`config.mk`:
```
export PLATFORM = sky130hd
export DESIGN_NAME = mem_arbiter
export DESIGN_NICKNAME = d
export VERILOG_FILES = /design/src/rtl/mem_arbiter.sv
export SDC_FILE = /design/constraint.sdc
export NUM_CORES = 1
export LEC_CHECK = 0
export BUFFER_PORTS_ARGS = -buffer_cell sky130_fd_sc_hd__buf_2
export CORE_ASPECT_RATIO = 0.8
export CORE_MARGIN = 2
export CORE_UTILIZATION = 49
export DETAILED_ROUTE_END_ITERATION = 6
export GPL_ROUTABILITY_DRIVEN = 0
export HOLD_SLACK_MARGIN = 0.05
export PLACE_DENSITY_LB_ADDON = 0.3
export SLEW_MARGIN = 40
export SYNTH_ARGS = -nofsm -noshare
export SYNTH_HDL_FRONTEND = slang
export SYNTH_SLANG_ARGS = --single-unit
```
`constraint.sdc`:
```
create_clock -name clk -period 2.9 [get_ports clk]
set_input_delay 0.58 -clock clk [delete_from_list [all_inputs] [get_ports clk]]
set_output_delay 0.58 -clock clk [all_outputs]
set_load 0.02 [all_outputs]
```
`src/rtl/mem_arbiter.sv`:
```
// mem_arbiter: shares the single data-memory port between the instruction
// fetch unit (read-only) and the load/store unit (read/write). Requests are
// granted round-robin, and one transaction is in flight at a time.
// A memory that never answers is cut off after TIMEOUT cycles with an error response.
module mem_arbiter #(
    parameter int AW      = 32,
    parameter int DW      = 32,
    parameter int TIMEOUT = 255
) (
    input  logic          clk,
    input  logic          rst,

    input  logic          ifu_req_valid,
    output logic          ifu_req_ready,
    input  logic [AW-1:0] ifu_addr,
    output logic          ifu_rsp_valid,
    output logic [DW-1:0] ifu_rdata,
    output logic          ifu_rsp_err,

    input  logic          lsu_req_valid,
    output logic          lsu_req_ready,
    input  logic [AW-1:0] lsu_addr,
    input  logic          lsu_wen,
    input  logic [2:0]    lsu_memop,
    input  logic [DW-1:0] lsu_wdata,
    output logic          lsu_rsp_valid,
    output logic [DW-1:0] lsu_rdata,
    output logic          lsu_rsp_err,

    output logic          mem_req_valid,
    input  logic          mem_req_ready,
    output logic [AW-1:0] mem_addr,
    output logic          mem_rd,
    output logic          mem_wr,
    output logic [2:0]    mem_op,
    output logic [DW-1:0] mem_wdata,
    input  logic          mem_rsp_valid,
    input  logic [DW-1:0] mem_rdata
);

    typedef enum logic [1:0] {IDLE, REQ, WAIT, RESP} state_t;

    // The timeout counter is 8 bits wide, so the limit fits in 9 bits with headroom for the +1.
    localparam logic [8:0] TIMEOUT_LIM = 9'(TIMEOUT);
    localparam logic [2:0] OP_WORD     = 3'b010;

    state_t        state;
    state_t        next_state;
    logic          owner;
    logic          last_grant;
    logic [AW-1:0] lat_addr;
    logic [2:0]    lat_op;
    logic [DW-1:0] lat_wdata;
    logic          lat_wen;
    logic [7:0]    wait_cnt;
    logic [DW-1:0] rsp_data;
    logic          rsp_err;
    logic          grant_ifu;
    logic          grant_lsu;
    logic          timeout_hit;

    // The last WAIT cycle is the one in which the counter is about to reach TIMEOUT.
    assign timeout_hit = ({1'b0, wait_cnt} + 9'd1) >= TIMEOUT_LIM;

    // Round-robin grant in IDLE: on a tie, the requester that did not go last wins.
    always_comb begin
        grant_ifu = 1'b0;
        grant_lsu = 1'b0;
        if (state == IDLE) begin
            if (ifu_req_valid && (!lsu_req_valid || last_grant)) begin
                grant_ifu = 1'b1;
            end else if (lsu_req_valid) begin
                grant_lsu = 1'b1;
            end
        end
    end

    // State register.
    always_ff @(posedge clk) begin
        if (rst) begin
            state <= IDLE;
        end else begin
            state <= next_state;
        end
    end

    // Next-state logic; a response arriving with the accept skips WAIT.
    always_comb begin
        next_state = state;
        case (state)
            IDLE: if (grant_ifu || grant_lsu) next_state = REQ;
            REQ:  if (mem_req_ready) next_state = mem_rsp_valid ? RESP : WAIT;
            WAIT: if (mem_rsp_valid || timeout_hit) next_state = RESP;
            RESP: next_state = IDLE;
            default: next_state = IDLE;
        endcase
    end

    // Latch the granted request, count WAIT cycles and capture the response.
    always_ff @(posedge clk) begin
        if (rst) begin
            owner      <= 1'b0;
            last_grant <= 1'b1;
            lat_addr   <= '0;
            lat_op     <= '0;
            lat_wdata  <= '0;
            lat_wen    <= 1'b0;
            wait_cnt   <= '0;
            rsp_data   <= '0;
            rsp_err    <= 1'b0;
        end else begin
            case (state)
                IDLE: begin
                    if (grant_ifu) begin
                        owner     <= 1'b0;
                        lat_addr  <= ifu_addr;
                        lat_op    <= OP_WORD;
                        lat_wdata <= '0;
                        lat_wen   <= 1'b0;
                    end else if (grant_lsu) begin
                        owner     <= 1'b1;
                        lat_addr  <= lsu_addr;
                        lat_op    <= lsu_memop;
                        lat_wdata <= lsu_wdata;
                        lat_wen   <= lsu_wen;
                    end
                end
                REQ: begin
                    if (mem_req_ready) begin
                        wait_cnt <= '0;
                        if (mem_rsp_valid) begin
                            rsp_data <= lat_wen ? '0 : mem_rdata;
                            rsp_err  <= 1'b0;
                        end
                    end
                end
                WAIT: begin
                    if (mem_rsp_valid) begin
                        rsp_data <= lat_wen ? '0 : mem_rdata;
                        rsp_err  <= 1'b0;
                    end else begin
                        if (wait_cnt != 8'hFF) begin
                            wait_cnt <= wait_cnt + 8'd1;
                        end
                        if (timeout_hit) begin
                            rsp_data <= '0;
                            rsp_err  <= 1'b1;
                        end
                    end
                end
                RESP: begin
                    last_grant <= owner;
                end
                default: begin
                end
            endcase
        end
    end

    // Drive handshakes, downstream request and responses; everything idles at zero.
    always_comb begin
        ifu_req_ready = 1'b0;
        lsu_req_ready = 1'b0;
        ifu_rsp_valid = 1'b0;
        ifu_rdata     = '0;
        ifu_rsp_err   = 1'b0;
        lsu_rsp_valid = 1'b0;
        lsu_rdata     = '0;
        lsu_rsp_err   = 1'b0;
        mem_req_valid = 1'b0;
        mem_addr      = '0;
        mem_rd        = 1'b0;
        mem_wr        = 1'b0;
        mem_op        = '0;
        mem_wdata     = '0;
        case (state)
            IDLE: begin
                ifu_req_ready = grant_ifu;
                lsu_req_ready = grant_lsu;
            end
            REQ: begin
                mem_req_valid = 1'b1;
                mem_addr      = lat_addr;
                mem_rd        = ~lat_wen;
                mem_wr        = lat_wen;
                mem_op        = lat_op;
                mem_wdata     = lat_wdata;
            end
            RESP: begin
                if (owner) begin
                    lsu_rsp_valid = 1'b1;
                    lsu_rdata     = rsp_data;
                    lsu_rsp_err   = rsp_err;
                end else begin
                    ifu_rsp_valid = 1'b1;
                    ifu_rdata     = rsp_data;
                    ifu_rsp_err   = rsp_err;
                end
            end
            default: begin
            end
        endcase
    end

endmodule

```
==> Word level (Yosys, flattened, before mapping) <==
Cells that the tools add are included.
{ "op_classes": {"addsub": 2, "magnitude_cmp": 1, "eq_ne": 11, "mux": 55, "n_bitwise": 1, "reduce_logical": 12} }
{ "ops": {"columns": ["cell", "n"], "rows": [
  ["$mux 32", 15],
  ["$pmux 32 s2", 1],
  ["$mux 1", 27],
  ["$mux 8", 3],
  ["$pmux 8 s2", 1],
  ["$ne 2x2->1 const B", 5],
  ["$add 8x1->9 const B", 1],
  ["$ge 9x8->1 const B", 1],
  ["$mux 3", 3],
  ["$add 8x1->8 const B", 1],
  ["$ne 8x8->1 const B", 1],
  ["$pmux 2 s4", 1],
  ["$reduce_and 4->1", 2],
  ["$mux 2", 3],
  ["$eq 2x2->1 const B", 2],
  ["$reduce_bool 2->1", 2],
  ["$logic_or 1x1->1", 3],
  ["$ne 3x3->1 const B", 1],
  ["$reduce_and 3->1", 1],
  ["$eq 2x1->1 const B", 1],
  ["$logic_not 2->1", 1],
  ["$ne 2x1->1 const B", 1],
  ["$pmux 1 s2", 1],
  ["$reduce_and 2->1", 1],
  ["other kinds (3)", 3]
]} }
{ "totals": {"regBits": 113, "input_bits": 138, "word_cells": 92} }

==> Logic depth before layout (Yosys ltp) <==
{ "logic_depth": {"ltp_word": 8, "ltp_mapped": 8} }

==> Least setup slack after synthesis <==
Ideal clock, no wire load.
{ "synth_path": {"kind": "register to output", "from": "reg state[1]", "to": "out mem_addr[21]", "arrival_time_ns": 1.641, "t_required_ns": 2.320, "setup_slack_ns": 0.679, "stages_incl_launch_ff": 7, "path_cell_list": "dfxtp_1 > inv_1 > ha_1 > clkbuf_1 > clkbuf_1 > clkbuf_1 > and2_1"} }
{ "synth_between": {"elab_chain_len": 2} }
{ "synth_lines": {"columns": ["element", "line", "rtl"], "rows": [
  ["start: declaration", "47", "state_t state;"],
  ["start signal: assignment", "83", "state <= next_state;"],
  ["$eq 2x1->1", "176", "case (state)"],
  ["$mux 32", "176", null],
  ["end: declaration", "32", "output logic [AW-1:0] mem_addr,"]
]} }
Every way passes these cells.

==> Worst setup path after layout <==
{ "layout_path": {"from": "reg state[1]", "to": "out mem_wdata[7]"} }
{ "layout_between": {"elab_chain_len": 2} }
{ "layout_lines": {"columns": ["element", "line", "rtl"], "rows": [
  ["$eq 2x1->1", "176", null],
  ["$mux 32", "176", null],
  ["end: declaration", "36", "output logic [DW-1:0] mem_wdata,"]
]} }
Every way passes these cells.

==> flow_metrics.tcl <==
set metrics [dict create \
    status "finished clean" \
    clockBufferDepth 2 \
    arrival_ns 2.05 \
    synthDominantCellAreaShare 0.419 \
    synth_cell_types 49 \
    min_period_ns 2.63 \
    initial_core_util 0.499 \
    worstSetupPathType "register to output port" \
    vias_per_cell 5.32 \
    yosysSeqAreaShare 0.419 \
    syn_area_um2 5400 \
    placed_cell_area_um2 6850 \
    dieArea_um2 11900 \
    rr_worst_depth 7 \
    synth_warnings 0 \
    fp.dieW_um 121 \
    final_cell_area_um2 7490 \
    worstMarginPinSlew_ns 0.732 \
    ir_drop_mv 0.648 \
    final.setup.tns_ns 0 \
    startpoint "state[1]" \
    netlist_top_cells_area "dfxtp_1, and2_1, nor2_1" \
    wl_per_cell_um 15.4 \
    grt_max_degree 66 \
    vias 5598 \
    cp_slowest_stage_delay_ns 0.48 \
    rsz0062_at_grt "false" \
    max_clock_freq_mhz 380 \
    reg2reg_from "wait_cnt[0]" \
    drc 0 \
    fillCellCount 845 \
    dr.pass1.iters 4 \
    gr-total-overflow 0 \
    ant_nets 0 \
    cts.sinks 113 \
    synthArstFlopShare 0 \
    grt_pass1_wl_mm 25.2 \
    antenna_found_initial 0 \
    clock_latency_ns 0.40 \
    core_area_um2 10800 \
    crit_path_end_kind "output port" \
    ys_top_cells_by_count "dfxtp_1, and2_1, nor2_1" \
    crit_chain "inv_1 -> ha_2 -> buf_4 -> and2_1 -> buf_2" \
    worstReg2RegEnd "rsp_data[5]" \
    busiest_layer "met2" \
    routed_wl_mm 16.2 \
    max_slew_margin 0.512 \
    syn2layout_area_growth_pct 38.8 \
    slew_viol_final 0 \
    clockRootBuffer "clkbuf_16" \
    dp_hpwl_mm 11.5 \
    antennaDiodeCount 0 \
    met2_usage 0.452 \
    postCtsHoldBufs 0 \
    synth-edff-count 0 \
    finalSetupViolCount 0 \
    die_h_um 97.9 \
    rows 34 \
    synth_nets 786 \
    met3_usage 0.0607 \
    synth-main-ff-cell "dfxtp_1" \
    h-tree-depth 4 \
    drive_gt1_frac 0.373 \
    hold_class "primary input to register" \
    portBuffers 277 \
    maxCapViolations 0 \
    r2r_slack_ns 0.62 \
    cpMaxStageDelayCell "ha_2" \
    finalHoldViolations 0 \
    tritoncts "done" \
    cts_setup_buffers 0 \
    avgSynthCellArea_um2 8.40 \
    fin_crit_sh 0.907 \
    finalWorstSetupSlack_ns 0.270 \
    dr.first_iter.drc_count 382 \
    cts_resized 0 \
    crit_required_ns 2.32 \
    critPathMaxFanout 28 \
    synth.largest_area_cell "dfxtp_1" \
    powerDensity_nw_per_um2 839 \
    ios 278 \
    numCtsBuffers 17 \
    first_global_vias 5200 \
    clk_pin_slew_ns 0.06 \
    grt_usage 0.263 \
    synthMostInstantiatedCell "dfxtp_1" \
    synth-seq-cells 113 \
    dp_slack_ns 0.661 \
    crit_end "mem_wdata[7]" \
    finalNetCount 1040 \
    syn-instance-count 642 \
    use_met1 0.327 \
    finClkSkew_ns 0.00655 \
    p_leak_nw 3.87 \
    cp-start-kind "register" \
]
==> cell usage in the layout (no fill, tap or decap), drive strengths merged, types with 2 or more instances in the layout <==
cell	count
nor2b	4
o21ai	5
nand2b	5
a22oi	36
a2bb2oi	2
a311oi	32
inv	13
o311ai	2
nand3	3
and2	102
nor2	76
o22ai	2
or2	2
and3	34
dfxtp	113
buf	292
or3	2
nand2	75
a22o	32
clkbuf	20
a211o	2
bufinv	4
ha	6
clkinv	4
a21o	7
mux2i	2
clkinvlp	2
nor3	7
a21oi	11
==> power by group <==
group / internal, mW / switching, mW / total [mW]
clock: 1.49 / 0.734 / 2.22
combinational: 0.717 / 1.32 / 2.04
sequential: 1.85 / 0.169 / 2.02
total: 4.06 / 2.22 / 6.28
==> metrics by stage <==
step | utilization | hold slack, ns | total power, mW | std cells
after floorplan | - | 0.438 | 3.45 | 642
final | 0.693 | 0.390 | 6.28 | 1053
after CTS | 0.693 | 0.377 | 6.30 | 1053
after detailed placement | 0.634 | 0.466 | 4.07 | 1021
after global placement | 0.634 | 0.465 | 3.99 | 1021
after global routing | 0.693 | 0.382 | 6.62 | 1053
==> cells by family (layout without fill, tap and decap cells) <==
group,count (synthesis),after routing,synth area share
adders and majority gates,6,6,0.0139
DFF,113,113,0.419
AOI/OAI and AO/OA,138,138,0.211
muxes,2,2,0.00371
and+or+nand+nor,315,315,0.297
buffers and inverters,68,335,0.0552
==> layer usage <==
| metal | vias to the layer above | part of all wire |
|---|---|---|
| li1 | 2744 | - |
| met1 | 2618 | 0.42 |
| met2 | 218 | 0.50 |
| met3 | 18 | 0.063 |
| met4 | 0 | 0.011 |
| met5 | - | 0 |
==> flip-flops by register name, summed over array words and instances, names as in the netlist <==
name / flops
lat_addr: 32
lat_wdata: 32
rsp_data: 32
wait_cnt: 8
lat_op: 3
state: 2
last_grant: 1
lat_wen: 1
owner: 1
rsp_err: 1
==> critical path, delay by kind of cell, from the launching register on <==
family / cells / cell delay [ns]
adder cells (fa/ha/maj): 1 / 0.48
AND/OR/NAND/NOR: 1 / 0.18
flip-flops: 1 / 0.35
buffers and inverters: 3 / 0.63
==> cell type report <==
cell class	instances	area (um^2)	share of cell area
clock inverters	12	180	0.0241
repair buffers	292	1500	0.200
clock buffers	20	457	0.0610
multi-input cells	461	2870	0.383
well taps	144	180	0.0241
flip-flops and latches	113	2260	0.302
inverters	11	41.3	0.00552
==> worst min path at each step <==
stage | cells past startpoint | slack, ns | startpoint | endpoint
final | 2 | 0.39 | mem_rdata[21] | rsp_data[21]
after global routing | 2 | 0.38 | mem_rdata[13] | rsp_data[13]
after CTS | 2 | 0.38 | mem_rdata[21] | rsp_data[21]
after detailed placement | 2 | 0.47 | rsp_err | rsp_err
after global placement | 2 | 0.47 | rsp_err | rsp_err
after floorplan | 2 | 0.44 | rsp_err | rsp_err
(Power assumes the default switching activity.)
